===== config.mk =====
export PLATFORM = sky130hd
export DESIGN_NAME = term_writer
export DESIGN_NICKNAME = d
export VERILOG_FILES = /design/src/rtl/term_writer.sv
export SDC_FILE = /design/constraint.sdc
export NUM_CORES = 1
export LEC_CHECK = 0
export ABC_CLOCK_PERIOD_IN_PS = 2700
export CORE_AREA = 2 2 86 104
export DETAILED_ROUTE_END_ITERATION = 10
export DIE_AREA = 0 0 88 106
export RECOVER_POWER = 100
export SETUP_SLACK_MARGIN = 0.3
export SLEW_MARGIN = 20
export SYNTH_ARGS = -nofsm -noshare
export SYNTH_HDL_FRONTEND = slang
export SYNTH_SLANG_ARGS = --single-unit

===== constraint.sdc =====
create_clock -name i_clk -period 2.7 [get_ports i_clk]
set_clock_uncertainty 0.15 [all_clocks]
set_input_delay 0.405 -clock i_clk [delete_from_list [all_inputs] [get_ports i_clk]]
set_output_delay 0.405 -clock i_clk [all_outputs]
set_load 0.05 [all_outputs]

===== src/rtl/term_writer.sv =====
// Character-RAM write sequencer for the serial text terminal: cursor tracking,
// control codes and form-feed screen clear. Option: TERM_WRITER_CLEAR_ON_RESET_EN.
module term_writer #(
    parameter int          MAXCOL = 59,
    parameter int          MAXLIN = 16,
    parameter logic [7:0]  BLANK  = 8'h20
) (
    input  logic        i_clk,
    input  logic        i_rst,
    input  logic [7:0]  i_data,
    input  logic        i_valid,
    output logic        o_ready,
    output logic [10:0] o_address,
    output logic [7:0]  o_data,
    output logic        o_we,
    output logic        o_busy,
    output logic [5:0]  o_col,
    output logic [4:0]  o_lin
);

    localparam logic [5:0] COL_LAST = 6'(MAXCOL);
    localparam logic [4:0] LIN_LAST = 5'(MAXLIN);

    typedef enum logic {IDLE, CLEAR} state_e;

`ifdef TERM_WRITER_CLEAR_ON_RESET_EN
    localparam state_e RST_STATE = CLEAR;
`else
    localparam state_e RST_STATE = IDLE;
`endif

    state_e      state_q, state_d;
    logic [5:0]  col_q, col_d;
    logic [4:0]  lin_q, lin_d;
    logic [5:0]  ccol_q, ccol_d;
    logic [4:0]  clin_q, clin_d;
    logic [10:0] addr_q, addr_d;
    logic [7:0]  data_q, data_d;
    logic        we_q, we_d;
    logic        print;
    logic [4:0]  lin_nxt;

    always_ff @(posedge i_clk or posedge i_rst) begin
        if (i_rst) begin
            state_q <= RST_STATE;
            col_q   <= '0;
            lin_q   <= '0;
            ccol_q  <= '0;
            clin_q  <= '0;
            addr_q  <= '0;
            data_q  <= '0;
            we_q    <= 1'b0;
        end else begin
            state_q <= state_d;
            col_q   <= col_d;
            lin_q   <= lin_d;
            ccol_q  <= ccol_d;
            clin_q  <= clin_d;
            addr_q  <= addr_d;
            data_q  <= data_d;
            we_q    <= we_d;
        end
    end

    assign print   = (i_data >= 8'h20) && (i_data <= 8'h7E);
    assign lin_nxt = (lin_q == LIN_LAST) ? 5'd0 : lin_q + 5'd1;

    always_comb begin
        state_d = state_q;
        col_d   = col_q;
        lin_d   = lin_q;
        ccol_d  = ccol_q;
        clin_d  = clin_q;
        addr_d  = addr_q;
        data_d  = data_q;
        we_d    = 1'b0;
        case (state_q)
            IDLE: begin
                if (i_valid) begin
                    unique case (1'b1)
                        print: begin
                            addr_d = {lin_q, col_q};
                            data_d = i_data;
                            we_d   = 1'b1;
                            if (col_q == COL_LAST) begin
                                col_d = '0;
                                lin_d = lin_nxt;
                            end else begin
                                col_d = col_q + 6'd1;
                            end
                        end
                        (i_data == 8'h0A): lin_d = lin_nxt;
                        (i_data == 8'h0D): col_d = '0;
                        (i_data == 8'h08): begin
                            if (col_q != 6'd0)
                                col_d = col_q - 6'd1;
                        end
                        (i_data == 8'h0C): begin
                            col_d   = '0;
                            lin_d   = '0;
                            ccol_d  = '0;
                            clin_d  = '0;
                            state_d = CLEAR;
                        end
                        default: ;
                    endcase
                end
            end
            CLEAR: begin
                addr_d = {clin_q, ccol_q};
                data_d = BLANK;
                we_d   = 1'b1;
                if (ccol_q == COL_LAST) begin
                    ccol_d = '0;
                    if (clin_q == LIN_LAST) begin
                        clin_d  = '0;
                        state_d = IDLE;
                    end else begin
                        clin_d = clin_q + 5'd1;
                    end
                end else begin
                    ccol_d = ccol_q + 6'd1;
                end
            end
            default: state_d = IDLE;
        endcase
    end

    assign o_ready   = (state_q == IDLE);
    assign o_busy    = (state_q == CLEAR);
    assign o_address = addr_q;
    assign o_data    = data_q;
    assign o_we      = we_q;
    assign o_col     = col_q;
    assign o_lin     = lin_q;

endmodule

Word level (Yosys, flattened, before mapping)
Cells that the tools add are included.
{ "op_classes": {"n_lt_le_gt_ge": 2, "n_mux": 29, "n_addsub": 5, "reduce_logical": 10, "n_eq_ne": 14, "bitwise": 1} }
{ "op_table": {"columns": ["operator", "count"], "rows": [
  ["$eq A8 B4 Y1 const B", 4],
  ["$mux W5", 6],
  ["$mux W6", 5],
  ["$mux W11", 2],
  ["$pmux W11 S2", 1],
  ["$pmux W6 S3", 1],
  ["$mux W8", 2],
  ["$pmux W8 S2", 1],
  ["$pmux W5 S3", 1],
  ["$add A6 B1 Y6 const B", 2],
  ["$eq A6 B6 Y1 const B", 2],
  ["$pmux W6 S2", 1],
  ["$add A5 B1 Y5 const B", 2],
  ["$eq A5 B5 Y1 const B", 2],
  ["$ne A2 B1 Y1 const B", 5],
  ["$pmux W5 S2", 1],
  ["$ge A8 B6 Y1 const B", 1],
  ["$le A8 B7 Y1 const B", 1],
  ["$reduce_and A4 Y1", 2],
  ["$mux W1", 6],
  ["$reduce_bool A3 Y1", 2],
  ["$reduce_bool A6 Y1", 1],
  ["$sub A6 B1 Y6 const B", 1],
  ["$pmux W1 S2", 2],
  ["6 further kinds", 7]
]} }
{ "word_totals": {"in_bits": 11, "word_cells": 69, "reg_bits": 43, "output_inout_bits": 33} }

Logic depth before layout (Yosys ltp)
{ "depth": {"depth_word": 5, "depth_mapped": 7, "ltp_nobuf": 7} }

Worst setup path before layout
OpenSTA, ideal clock, no wires.
{ "synth_timing": {"kind": "register to register", "start": "reg col_q[1], in the netlist o_col[1]", "end": "reg col_q[0], in the netlist o_col[0]", "setup_time_ns": 0.128, "path_buffers": 0, "t_required_ns": 2.422, "path_stages_with_launch": 7, "slack_ns": 0.398, "period_less_slack_ns": 2.302, "t_arrival_ns": 2.025, "cell_sequence": "dfrtp_1 inv_1 ha_1 nor4b_1 nand3_1 o221ai_2 mux2_1"} }
{ "synth_between": {"elab_chain_cells": 3, "elab_cells_between_ends": 6, "cone_classes": "eq/ne: 2; mux: 2; reduce/logical: 2"} }
{ "synth_lines": {"columns": ["element", "line", "text"], "rows": [
  ["start: declaration", "33", "logic [5:0] col_q, col_d;"],
  ["start signal: assignment", "55", "col_q <= col_d;"],
  ["$eq A6 B6 Y1 or $reduce_bool A6 Y1 (tied branches)", "85, 95", null],
  ["$mux W6 or $ne A2 B1 Y1 (tied branches)", null, null],
  ["$pmux W6 S3 or $reduce_and A4 Y1 (tied branches)", null, null]
]} }
Parallel ways exist; a longest one is shown, timed or not.
A chain may end at the register's enable or synchronous reset.

Final worst setup path
{ "layout_timing": {"start": "in i_data[6]", "end": "reg clin_q[2]"} }
{ "layout_between": {"elab_chain_cells": 3} }
{ "layout_lines": {"columns": ["element", "line", "text"], "rows": [
  ["start: declaration", "10", "input logic [7:0] i_data,"],
  ["$eq A8 B4 Y1", "98", "(i_data == 8'h0C): begin"],
  ["$ne A2 B1 Y1 (no line)", null, null],
  ["$reduce_and A3 Y1 (no line)", null, null],
  ["end signal: assignment", "58", "clin_q <= clin_d;"],
  ["end: declaration", "36", "logic [4:0] clin_q, clin_d;"]
]} }
Every way passes these cells.

==> results.md <==
Outcome:
- The flow ran to the end, and the final reports show no timing, DRC or antenna violations.

Setup path:
- STA puts the critical path data required time at 2.73 ns.
- The worst setup path is launched from an input pin.
- Setup slack on the worst reg-to-reg path comes out at 0.42 ns.
- The worst setup path is of the in2reg kind.
- The type of destination of the critical path is a flop.
- Measured in cells, the most critical reg-to-reg path has a length of 8.
- The maximum fanout encountered on the critical timing path is 6.
- The arrival time of data at the critical path endpoint is 2.41 ns.

Floorplan:
- The full die area is 0.009328 mm².
- The die is 88 µm wide.
- The floorplan step defined a core boundary enclosing 0.008379 mm².
- The initial standard-cell utilization of the core is 29.00%.
- From bottom edge to top edge, the die measures 106 µm.
- In this run the core area contains 37 standard-cell rows.
- In this run the count of I/O pins placed on the die edge is 44.

Yosys:
- The per-instance average area after synthesis is 9.681 µm².
- The mapped cell area is 0.002430 mm².
- Summing the sequential cell areas from Yosys gives 44.28% of the chip area.
- After synthesis, the share of flip-flops with an asynchronous set or reset is 100.0%.
- The number of synthesized flops with an enable pin is 0.
- Synthesis produced a netlist with a net count of 269.
- The Yosys step of the flow raised 0 warnings.
- Synthesis produced 251 cells.
- For this run, the leading register cell type out of synthesis is sky130_fd_sc_hd__dfrtp_1.
- After synthesis the netlist holds a flip-flop and latch count of 43.
- The number of different library cells in the post-synthesis netlist is 50.

CTS:
- The clock tree from TritonCTS is yes.
- The clock passes through at most 2 buffers.
- The count of clock tree sinks is 43.
- CTS built an H-tree with a depth of 2.
- CTS placed an instance of sky130_fd_sc_hd__clkbuf_8 at the clock tree root.
- The source-to-sink clock delay at the later pin of the worst-skew pair is 0.29 ns.
- After clock tree synthesis, the clock-pin slew on the worst setup and hold paths is 0.08 ns.
- Clock tree synthesis inserted a total of 5 buffers.
- The number of buffers added for setup after CTS is 0.

Pwr:
- The relative contribution of the clock network to total power is 19.8%.
- Summed over all cells, the static leakage comes to 1.305 nW.
- The total internal power is 0.001405 W.
- Dividing total power by cell area gives a power density of 790.8 mW/mm².
- Sequential cells account for 39.2% of the total power.
- The portion of total power attributed to combinational logic is 41.0%.
- The worst supply voltage drop on vdd is 0.4108 mV.
- The analysis attributes to net switching a power of 0.001049 W.
- The fraction of power spent switching nets is 42.73%.

Global route:
- The initial antenna violation count is 0.
- Global routing consumed, over all layers together, 13.44% of the routing resources.
- Entering global routing, the biggest net connects 44 pins.
- The via count of the first global-routing pass is 2028.
- The first global-routing pass estimated 9.998 mm of wire.
- Summed over all layers, the global routing overflow is 0.

STA:
- The number of hold violations in the final report came to 0.
- The final count of negative-setup-slack endpoints is 0.
- The achievable clock frequency is 0.4199 GHz.
- The share of the clock period used by the worst path is 88.21%.
- The max-slew violation total from the final report was 0.
- In the final timing run, aggregate negative setup slack is 0 ns.
- Headroom to the max-slew limit came out at 25.76%.
- Setup repair after global routing left no endpoint under its margin.
- The time the worst path needs with I/O delays and setup is 2.382 ns.
- For the pin with the worst max-slew slack, the measured transition is 1.114 ns.

Final layout:
- The final core utilization is 37.03%.
- The fraction of final layout cells sized beyond drive strength 1 is 9.477%.
- The area growth from synthesis to layout is 27.70%.
- The final layout contains 324 nets.
- The antenna cell count is 0.

Placed design:
- The final RePlAce weighted congestion is 0.8206.
- The HPWL reported at the end of detailed placement is 4.238 mm.
- The number of buffer cells added on primary ports is 43.

Routing:
- The number of violations reported at the end of detailed-routing iteration 0 is 90.
- After detailed routing, the average wire length per cell comes to 13.83 µm.
- The final route contains 2057 vias.
- The routed design has 5.848 mm of wire.
- The count of unresolved DRC violations after routing is 0.
- The number of nets with antenna violations after routing is 0.
- The first detailed-routing pass took 4 iterations.
- Dividing the detail-routed via count by the number of cells gives 4.863.

Job:
- Max-cap violations in this run came to 0.

Min path:
- Along the worst hold path, the cell count comes to 2.
- The worst hold path belongs to the class reg2reg.
power groups by stage:
| stage | sequential, W | combinational (W) | clock [W] |
|---|---|---|---|
| after CTS | 0.000972 | 0.00106 | 0.000502 |
| after global placement | 0.000982 | 0.00105 | 0 |
| final | 0.000963 | 0.00100 | 0.000486 |
| after detailed placement | 0.000985 | 0.00106 | 0 |
| after floorplan | 0.00129 | 0.000397 | 0 |
| after global routing | 0.000996 | 0.00109 | 0.000526 |
worst max-delay path, cell delays in order:
cell and delay, ns:
sky130_fd_sc_hd__clkdlybuf4s50_1 0.47, sky130_fd_sc_hd__or4b_1 0.63, sky130_fd_sc_hd__nor4b_1 0.29, sky130_fd_sc_hd__buf_4 0.20
sky130_fd_sc_hd__a22oi_1 0.14, sky130_fd_sc_hd__o21ai_0 0.19, sky130_fd_sc_hd__o21ai_1 0.08
final timing paths:
check | endpoint | start
min in group asynchronous | o_address[4] | i_rst
max in group asynchronous | ccol_q[0] | i_rst
setup / recovery | clin_q[2] | i_data[6]
setup reg to reg | o_col[2] | o_col[0]
hold reg to reg | o_address[3] | o_address[3]
hold / removal | o_address[3] | o_address[3]
cells in the final DEF (no fill, tap or decap), types with 4 or more instances in the layout:
cell                              Yosys  routed
sky130_fd_sc_hd__nand2_1             22      22
sky130_fd_sc_hd__o21ai_0             27      31
sky130_fd_sc_hd__o31ai_1              7       7
sky130_fd_sc_hd__nor4b_1              3       4
sky130_fd_sc_hd__buf_4                0      12
sky130_fd_sc_hd__nand3_1             13      13
sky130_fd_sc_hd__mux2i_1             11      11
sky130_fd_sc_hd__dlygate4sd3_1        0      32
sky130_fd_sc_hd__clkbuf_8             0       5
sky130_fd_sc_hd__a21oi_1             10      11
sky130_fd_sc_hd__nand2b_1             7       7
sky130_fd_sc_hd__a22o_1               7       7
sky130_fd_sc_hd__inv_1               14      14
sky130_fd_sc_hd__nor2_1              17      17
sky130_fd_sc_hd__clkdlybuf4s50_1      0       9
sky130_fd_sc_hd__dfrtp_1             43      43
sky130_fd_sc_hd__ha_1                 7       7
cell usage after synthesis, drive strengths merged (2+ instances only):
| cell type | n | area share, % |
|---|---|---|
| ha | 7 | 3.6 |
| nand2b | 7 | 1.8 |
| a32o | 2 | 0.82 |
| buf | 5 | 1.5 |
| nand2 | 22 | 3.4 |
| or2 | 2 | 0.51 |
| nand3 | 13 | 2.7 |
| a21oi | 12 | 2.8 |
| o32ai | 2 | 0.72 |
| and2 | 3 | 0.77 |
| dfrtp | 43 | 44 |
| mux2i | 11 | 4.5 |
| and3 | 3 | 0.82 |
| nor4 | 2 | 0.51 |
| a211oi | 2 | 1.1 |
| clkbuf | 5 | 0.82 |
| xnor2 | 2 | 0.72 |
| o22ai | 3 | 0.77 |
| o21ai | 32 | 6.6 |
| nor3 | 2 | 0.41 |
| inv | 14 | 2.2 |
| o31ai | 7 | 2.2 |
| a22o | 9 | 3.7 |
| nor2 | 17 | 2.6 |
| nor4b | 4 | 2.1 |
| a22oi | 3 | 0.93 |
| a31oi | 2 | 0.51 |
| nor2b | 3 | 0.77 |
per-layer routing:
metal,vias up,wire [µm],global-route usage (%)
li1,1029,-,-
met1,987,2837,18.63
met2,35,2752,21.16
met3,6,185,2.562
met4,0,72,3.956
met5,-,0,0
timing repair:
item | in CTS | in global routing
gates resized for setup | 0 | 1
hold buffers | 0 | 0
endpoints found under the setup margin | 0 | 4
state kept, by name, summed over array words and instances (netlist names):
| name | cells |
|---|---|
| o_address | 11 |
| o_we | 1 |
| o_lin | 5 |
| ccol_q | 6 |
| o_data | 8 |
| o_col | 6 |
| clin_q | 5 |
| o_busy | 1 |
layout make-up:
cell class,count,area [µm²]
fill,864,5276
multi-input combinational,184,1202
sequential,43,1076
timing repair buffer,58,523.0
tap,117,146.4
clock buffer,6,72.57
inverter,14,52.55
clock inverter,1,30.03
through the flow:
| stage | cells | hold slack, ns | setup WS [ns] | total power (W) | instance area [µm²] |
|---|---|---|---|---|---|
| floorplan | 251 | 0.3407 | 0.3977 | 0.001682 | 2430 |
| global placement | 416 | 0.3138 | 0.1744 | 0.002029 | 3058 |
| detailed placement | 416 | 0.3208 | 0.1467 | 0.002044 | 3058 |
| CTS | 423 | 0.3404 | 0.4129 | 0.002537 | 3161 |
| global route | 423 | 0.3503 | 0.1799 | 0.002612 | 3103 |
| finish | 423 | 0.3283 | 0.3184 | 0.002454 | 3103 |
kinds of logic after synthesis:
logic type | Yosys count | share of synthesized area, %
flops | 43 | 44.28
mux | 12 | 4.995
compound gates | 79 | 23.22
fa+ha+maj | 7 | 3.604
simple gates | 83 | 18.33
buf+inv | 24 | 4.479
xor+xnor | 3 | 1.082
No activity file was read; power rests on OpenSTA's default activity.
